===== src/rtl/mmio_responder_if.sv =====
// rtl/mmio_responder_if.sv - memory-port and producer/consumer bundle for mmio_responder
// Purpose: groups the CPU memory request/response signals, the input-FIFO
//   producer stream and the output-register consumer stream.
// Ports (signals):
//   MemAddr, MemWriteData, MemRead, MemWrite   request from the CPU side
//   Sel, MemReady, MemReadData                 response to the CPU side
//   InData, InValid / InReady                  producer stream into the FIFO
//   OutData, OutValid / OutAck                 consumer stream from DATA_OUT
// Modports: master = CPU/producer/consumer side, slave = responder.
interface mmio_responder_if #(
  parameter int DATA_W = 16
);
  logic [15:0]       MemAddr;
  logic [DATA_W-1:0] MemWriteData;
  logic              MemRead;
  logic              MemWrite;
  logic              Sel;
  logic              MemReady;
  logic [DATA_W-1:0] MemReadData;
  logic [DATA_W-1:0] InData;
  logic              InValid;
  logic              InReady;
  logic [DATA_W-1:0] OutData;
  logic              OutValid;
  logic              OutAck;

  modport master (
    output MemAddr, MemWriteData, MemRead, MemWrite, InData, InValid, OutAck,
    input  Sel, MemReady, MemReadData, InReady, OutData, OutValid
  );

  modport slave (
    input  MemAddr, MemWriteData, MemRead, MemWrite, InData, InValid, OutAck,
    output Sel, MemReady, MemReadData, InReady, OutData, OutValid
  );
endinterface


===== src/rtl/mmio_responder.sv =====
// rtl/mmio_responder.sv - 4-word memory-mapped I/O responder with input FIFO and output register
// Purpose: answers loads/stores in the window BASE..BASE+3 with a one-cycle
//   MemReady strobe after WAIT_CYCLES wait cycles.
//   offset 0 DATA_IN  (R: pop FIFO head, 0 when empty)
//   offset 1 DATA_OUT (W: load output register, R: output register)
//   offset 2 STATUS   (R: {ovf, OutValid, inFull, inNotEmpty}, clears ovf)
//   offset 3 reserved
// Ports:
//   CLK    in  clock, rising edge
//   Reset  in  asynchronous active-high reset
//   bus    slave modport of mmio_responder_if (memory port + streams)
module mmio_responder #(
  parameter int          DATA_W      = 16,
  parameter logic [15:0] BASE        = 16'hFF00,
  parameter int          FIFO_DEPTH  = 4,
  parameter int          WAIT_CYCLES = 1
) (
  input logic              CLK,
  input logic              Reset,
  mmio_responder_if.slave  bus
);
  localparam int PW = $clog2(FIFO_DEPTH);
  localparam int CW = PW + 1;
  localparam int WW = $clog2(WAIT_CYCLES + 2);

  typedef enum logic [1:0] {IDLE, WAIT, RESP, HOLD} state_t;

  state_t            state;
  logic [WW-1:0]     wcnt;
  logic [1:0]        off;
  logic              op_wr;
  logic              op_rd;
  logic [DATA_W-1:0] wdata;
  logic              mem_ready;

  logic [DATA_W-1:0] fifo_mem [FIFO_DEPTH];
  logic [PW-1:0]     wr_ptr;
  logic [PW-1:0]     rd_ptr;
  logic [CW-1:0]     count;

  logic              out_valid;
  logic [DATA_W-1:0] out_data;
  logic              ovf;

  logic              in_full;
  logic              not_empty;
  logic              push;
  logic              commit;
  logic              pop;
  logic              store_out;
  logic              status_rd;
  logic [DATA_W-1:0] rdata;

  assign bus.Sel      = (bus.MemAddr[15:2] == BASE[15:2]);
  assign in_full      = (count == CW'(FIFO_DEPTH));
  assign not_empty    = (count != '0);
  assign bus.InReady  = !in_full;
  assign push         = bus.InValid && !in_full;

  // All side effects happen on the single RESP cycle, so a request held high
  // in HOLD can never repeat them.
  assign commit       = (state == RESP);
  assign pop          = commit && op_rd && (off == 2'd0) && not_empty;
  assign store_out    = commit && op_wr && (off == 2'd1);
  assign status_rd    = commit && op_rd && (off == 2'd2);

  // Read data comes from the live FIFO/register state during RESP, so a word
  // pushed at the end of RESP is not seen by that read.
  always_comb begin
    rdata = '0;
    if (commit && op_rd) begin
      case (off)
        2'd0:    rdata = not_empty ? fifo_mem[rd_ptr] : '0;
        2'd1:    rdata = out_data;
        2'd2:    rdata = DATA_W'({ovf, out_valid, in_full, not_empty});
        default: rdata = '0;
      endcase
    end
  end

  assign bus.MemReadData = rdata;
  assign bus.MemReady    = mem_ready;
  assign bus.OutData     = out_data;
  assign bus.OutValid    = out_valid;

  always_ff @(posedge CLK or posedge Reset) begin
    if (Reset) begin
      state     <= IDLE;
      wcnt      <= '0;
      off       <= 2'd0;
      op_wr     <= 1'b0;
      op_rd     <= 1'b0;
      wdata     <= '0;
      mem_ready <= 1'b0;
    end else begin
      case (state)
        IDLE: begin
          mem_ready <= 1'b0;
          if ((bus.MemRead || bus.MemWrite) && bus.Sel) begin
            off   <= bus.MemAddr[1:0];
            op_wr <= bus.MemWrite;
            // A simultaneous read+write is a plain store.
            op_rd <= bus.MemRead && !bus.MemWrite;
            wdata <= bus.MemWriteData;
            wcnt  <= '0;
            if (WAIT_CYCLES > 0) begin
              state <= WAIT;
            end else begin
              state     <= RESP;
              mem_ready <= 1'b1;
            end
          end
        end
        WAIT: begin
          if (wcnt == WW'(WAIT_CYCLES - 1)) begin
            state     <= RESP;
            mem_ready <= 1'b1;
          end else begin
            wcnt <= wcnt + 1'b1;
          end
        end
        RESP: begin
          mem_ready <= 1'b0;
          state     <= HOLD;
        end
        HOLD: begin
          if (!bus.MemRead && !bus.MemWrite) state <= IDLE;
        end
        default: state <= IDLE;
      endcase
    end
  end

  always_ff @(posedge CLK) begin
    if (push) fifo_mem[wr_ptr] <= bus.InData;
  end

  always_ff @(posedge CLK or posedge Reset) begin
    if (Reset) begin
      wr_ptr <= '0;
      rd_ptr <= '0;
      count  <= '0;
    end else begin
      if (push) wr_ptr <= wr_ptr + 1'b1;
      if (pop)  rd_ptr <= rd_ptr + 1'b1;
      count <= count + CW'(push) - CW'(pop);
    end
  end

  // OutAck in the commit cycle frees the register for the incoming store,
  // so the store is accepted and OutValid stays set.
  always_ff @(posedge CLK or posedge Reset) begin
    if (Reset) begin
      out_valid <= 1'b0;
      out_data  <= '0;
      ovf       <= 1'b0;
    end else begin
      if (store_out) begin
        if (out_valid && !bus.OutAck) begin
          ovf <= 1'b1;
        end else begin
          out_data  <= wdata;
          out_valid <= 1'b1;
        end
      end else if (bus.OutAck) begin
        out_valid <= 1'b0;
      end
      if (status_rd) ovf <= 1'b0;
    end
  end
endmodule


===== src/flat_wrapper.sv =====
// flat-port wrapper written by rule: the top's interface ports become plain ports
module mmio_responder_flat 
#(
  parameter int          DATA_W      = 16,
  parameter logic [15:0] BASE        = 16'hFF00,
  parameter int          FIFO_DEPTH  = 4,
  parameter int          WAIT_CYCLES = 1
)
  (CLK, Reset, bus_MemAddr, bus_MemWriteData, bus_MemRead, bus_MemWrite, bus_InData, bus_InValid, bus_OutAck, bus_Sel, bus_MemReady, bus_MemReadData, bus_InReady, bus_OutData, bus_OutValid);
  mmio_responder_if #(.DATA_W(DATA_W)) bus_i ();
  input logic CLK;
  input logic Reset;
  input wire logic [$bits(bus_i.MemAddr)-1:0] bus_MemAddr;
  input wire logic [$bits(bus_i.MemWriteData)-1:0] bus_MemWriteData;
  input wire logic [$bits(bus_i.MemRead)-1:0] bus_MemRead;
  input wire logic [$bits(bus_i.MemWrite)-1:0] bus_MemWrite;
  input wire logic [$bits(bus_i.InData)-1:0] bus_InData;
  input wire logic [$bits(bus_i.InValid)-1:0] bus_InValid;
  input wire logic [$bits(bus_i.OutAck)-1:0] bus_OutAck;
  output wire logic [$bits(bus_i.Sel)-1:0] bus_Sel;
  output wire logic [$bits(bus_i.MemReady)-1:0] bus_MemReady;
  output wire logic [$bits(bus_i.MemReadData)-1:0] bus_MemReadData;
  output wire logic [$bits(bus_i.InReady)-1:0] bus_InReady;
  output wire logic [$bits(bus_i.OutData)-1:0] bus_OutData;
  output wire logic [$bits(bus_i.OutValid)-1:0] bus_OutValid;
  assign bus_i.MemAddr = bus_MemAddr;
  assign bus_i.MemWriteData = bus_MemWriteData;
  assign bus_i.MemRead = bus_MemRead;
  assign bus_i.MemWrite = bus_MemWrite;
  assign bus_i.InData = bus_InData;
  assign bus_i.InValid = bus_InValid;
  assign bus_i.OutAck = bus_OutAck;
  assign bus_Sel = bus_i.Sel;
  assign bus_MemReady = bus_i.MemReady;
  assign bus_MemReadData = bus_i.MemReadData;
  assign bus_InReady = bus_i.InReady;
  assign bus_OutData = bus_i.OutData;
  assign bus_OutValid = bus_i.OutValid;
  mmio_responder #(.DATA_W(DATA_W), .BASE(BASE), .FIFO_DEPTH(FIFO_DEPTH), .WAIT_CYCLES(WAIT_CYCLES)) u_core (.CLK(CLK), .Reset(Reset), .bus(bus_i));
endmodule

===== config.mk =====
export PLATFORM = sky130hd
export DESIGN_NAME = mmio_responder_flat
export DESIGN_NICKNAME = d
export VERILOG_FILES = /design/src/rtl/mmio_responder_if.sv /design/src/rtl/mmio_responder.sv /design/src/flat_wrapper.sv
export SDC_FILE = /design/constraint.sdc
export NUM_CORES = 1
export LEC_CHECK = 0
export CAP_MARGIN = 20
export CORE_ASPECT_RATIO = 0.6
export CORE_MARGIN = 4
export CORE_UTILIZATION = 25
export CTS_BUF_LIST = sky130_fd_sc_hd__clkbuf_16
export DETAILED_ROUTE_END_ITERATION = 6
export PLACE_DENSITY = 0.47
export SETUP_SLACK_MARGIN = 0.4
export SYNTH_ARGS = -nofsm -noshare
export SYNTH_HDL_FRONTEND = slang
export SYNTH_SLANG_ARGS = --single-unit

===== constraint.sdc =====
create_clock -name CLK -period 3.64 [get_ports CLK]
set_input_delay 0.546 -clock CLK [delete_from_list [all_inputs] [get_ports CLK]]
set_output_delay 0.546 -clock CLK [all_outputs]
set_load 0.03 [all_outputs]

==> flow_summary.ini <==
[run_status]
status = finished, final reports clean

[cts]
cts_sinks = 114
clk_path_buf_depth = 2
clock_latency_ns = 0.41
cts_tree = built
cts_inserted_buffers = 17
cts.htree.levels = 4
path_clk_slew_ns = 0.06
cts-root-buf = clkbuf_16

[global_routing]
grt_max_degree = 51
grt_pass1_wl_microns = 17550
antenna_found_initial = 1
grt_pass1_vias = 2974
grt_usage_pct = 10.93
overflow = 0

[power_and_ir_drop]
seq_power_share_pct = 35.8
vdd.ir_drop.worst_mv = 0.2999
p_total_w = 0.004688
clock_power_share_pct = 35.7
p_comb_share_pct = 28.4
intPower_w = 0.003206
p_sw_w = 0.001482
p_leak_nw = 2.727
p_sw_share_pct = 31.61
p_per_area_nw_per_um2 = 710.6

[synthesis]
ys_types = 41
synth_edf_count = 64
synth_simple_gate_area_share_pct = 4.663
netlist_area_sq_um = 4803
syn_avg_cell_area_sq_um = 17.28
yosysWarnings = 0
yosys_most_used_dff = edfxtp_1
synthXorXnorAreaFrac_pct = 0.9117
netlist_instances = 278
ys_ff_latch = 114
yosysTopAreaCell = edfxtp_1
muxShareOfSynthArea_pct = 18.13
synth-adder-area-share_pct = 3.543
yosysTopAreaCellShare_pct = 40.01
seq_area_frac_synth_pct = 66.06
ys_async_sr_fraction_pct = 43.86
synthesis.nets = 345
synth_compound_area_share_pct = 4.454
synthTopCellsByArea = edfxtp_1, dfrtp_1, mux4_2
synth_top_family_by_area = multiplexers

[detailed_routing]
drc = 0
totalWireLength_microns = 11470
drt-pass1-iter-count = 4
ant_nets = 0
vias = 2790
wl_per_cell_microns = 18.00
drtIter0Drc = 154
via_per_inst = 4.380

[final_layout]
synthToLayoutAreaGrowth_pct = 37.35
drive_gt1_share_pct = 24.94
layout_commonest_cell = clkdlybuf4s50_1
nNetsFinal = 451
n_antenna_cell = 0
final_cell_mix = clkdlybuf4s50_1, edfxtp_1, dfrtp_1, mux2_4, clkbuf_16

[sta]
final.setup.tns_ns = 0
slew_violations = 0
rsz0062_at_grt = false
tightest_slew_ns = 0.9030
fin_crit_sh_pct = 85.02
timing.slew.headroom_pct = 39.80
max_freq_mhz = 323.1
finalHoldViolations = 0
whs_ns = 0.4624
fin_ws_ns = 0.5454
finalSetupViolCount = 0
period_needed_ns = 3.095
fin_worst_skew_ns = 0.01180

[worst_setup_path]
endpoint_kind = primary output
cpMaxStageDelayCell = clkdlybuf4s50_1
crit_required_ns = 3.09
cp-start-kind = flop
worstPathArrival_ns = 2.55
rr_worst_depth = 11
crit_fanout = 18
critPathKind = reg -> out
slowest_delay_ns = 0.60
path_cells = buf_6 -> mux4_2 -> a222oi_1 -> nor2_1 -> clkdlybuf4s50_1

[floorplanning]
die_w_microns = 186.9
core_sq_um = 18450
die_h_microns = 115.4
start_util_pct = 26.04
ios = 90
fp.dieArea_sq_um = 21570
rows = 38

[placed_design]
hpwlAfterDp_microns = 8037
portBuffers = 89
pre_cts_ws_ns = 0.3783
gp_congestion = 0.7509

[flow_run]
drv_cap = 0

[hold_path]
hold_class = in -> async
==> final cells by class <==
cell class,instances,area [sq um]
timing repair buffer,96,938.4
tap,240,300.3
multi-input combinational,140,1531
clock inverter,15,172.7
inverter,15,56.30
sequential,114,3173
fill,1763,11850
clock buffer,17,425.4
==> kinds of logic after synthesis <==
logic type,Yosys count
AO/OA/AOI/OAI,26
XOR/XNOR,5
adder cells (fa/ha/maj),13
buffers and inverters,24
flip-flops,114
multiplexers,55
AND/OR/NAND/NOR,41
==> layer usage <==
layer	part of all wire (%)	track usage, %	wire length [microns]
met4	1.2	3.644	136
met1	51	15.58	5900
met3	4.5	3.701	513
met2	43	15.68	4906
met5	0.10	0	12
==> registers in the layout (all words and copies together), names as in the netlist, 3 cells and up <==
register,flops
u_core.fifo_mem,64
u_core.bus.OutData,16
u_core.wdata,16
u_core.count,3
==> worst paths after layout <==
path	slack, ns	to	startpoint
worst max-delay path	0.55	bus_MemReadData[3]	u_core.rd_ptr[0]
worst min-delay path	0.46	u_core.bus.OutData[12]	Reset
worst max register to register	1.04	u_core.count[2]	u_core.state[0]
worst min register to register	0.50	u_core.ovf	u_core.op_rd
max in group asynchronous	2.65	u_core.rd_ptr[1]	Reset
min in group CLK	0.50	u_core.ovf	u_core.op_rd
==> per-stage QoR <==
stage / cell area [sq um] / instances / util (%)
after global routing: 6598 / 637 / 35.76
after floorplan: 4803 / 278 / -
final: 6598 / 637 / 35.76
after CTS: 6575 / 636 / 35.64
after detailed placement: 5995 / 604 / 32.49
after global placement: 5995 / 604 / 32.49
==> Yosys cell counts, types with 4 or more instances <==
| master | number |
|---|---|
| xnor2_1 | 4 |
| clkbuf_1 | 4 |
| nor2b_1 | 5 |
| a22o_1 | 12 |
| nand2_1 | 6 |
| ha_1 | 12 |
| nor2_1 | 10 |
| mux2_4 | 20 |
| and3_1 | 5 |
| mux4_2 | 16 |
| inv_1 | 15 |
| edfxtp_1 | 64 |
| mux2_2 | 16 |
| dfrtp_1 | 50 |
==> worst max-delay path, delay by kind of cell (launching register included) <==
family	cells	cell delay [ns]
buffers and inverters	2	0.85
muxes	1	0.58
DFF	1	0.33
AOI/OAI and AO/OA	1	0.26
and+or+nand+nor	1	0.10
==> timing repair <==
item                       4_1_cts  5_1_grt
setup buffers                    0        0
hold buffers                     0        0
gates resized for setup         14        5
hold endpoints to repair         0        0
setup endpoints to repair       14        5
==> power groups by stage <==
stage | clock network [W] | registers (W) | logic [W]
2_1_floorplan | 0 | 0.00167 | 0.000918
3_3_place_gp | 0 | 0.00170 | 0.00138
3_5_place_dp | 0 | 0.00171 | 0.00141
4_1_cts | 0.00172 | 0.00168 | 0.00136
5_1_grt | 0.00177 | 0.00170 | 0.00145
6_report | 0.00168 | 0.00168 | 0.00133
Power figures use the tool's default switching activity.
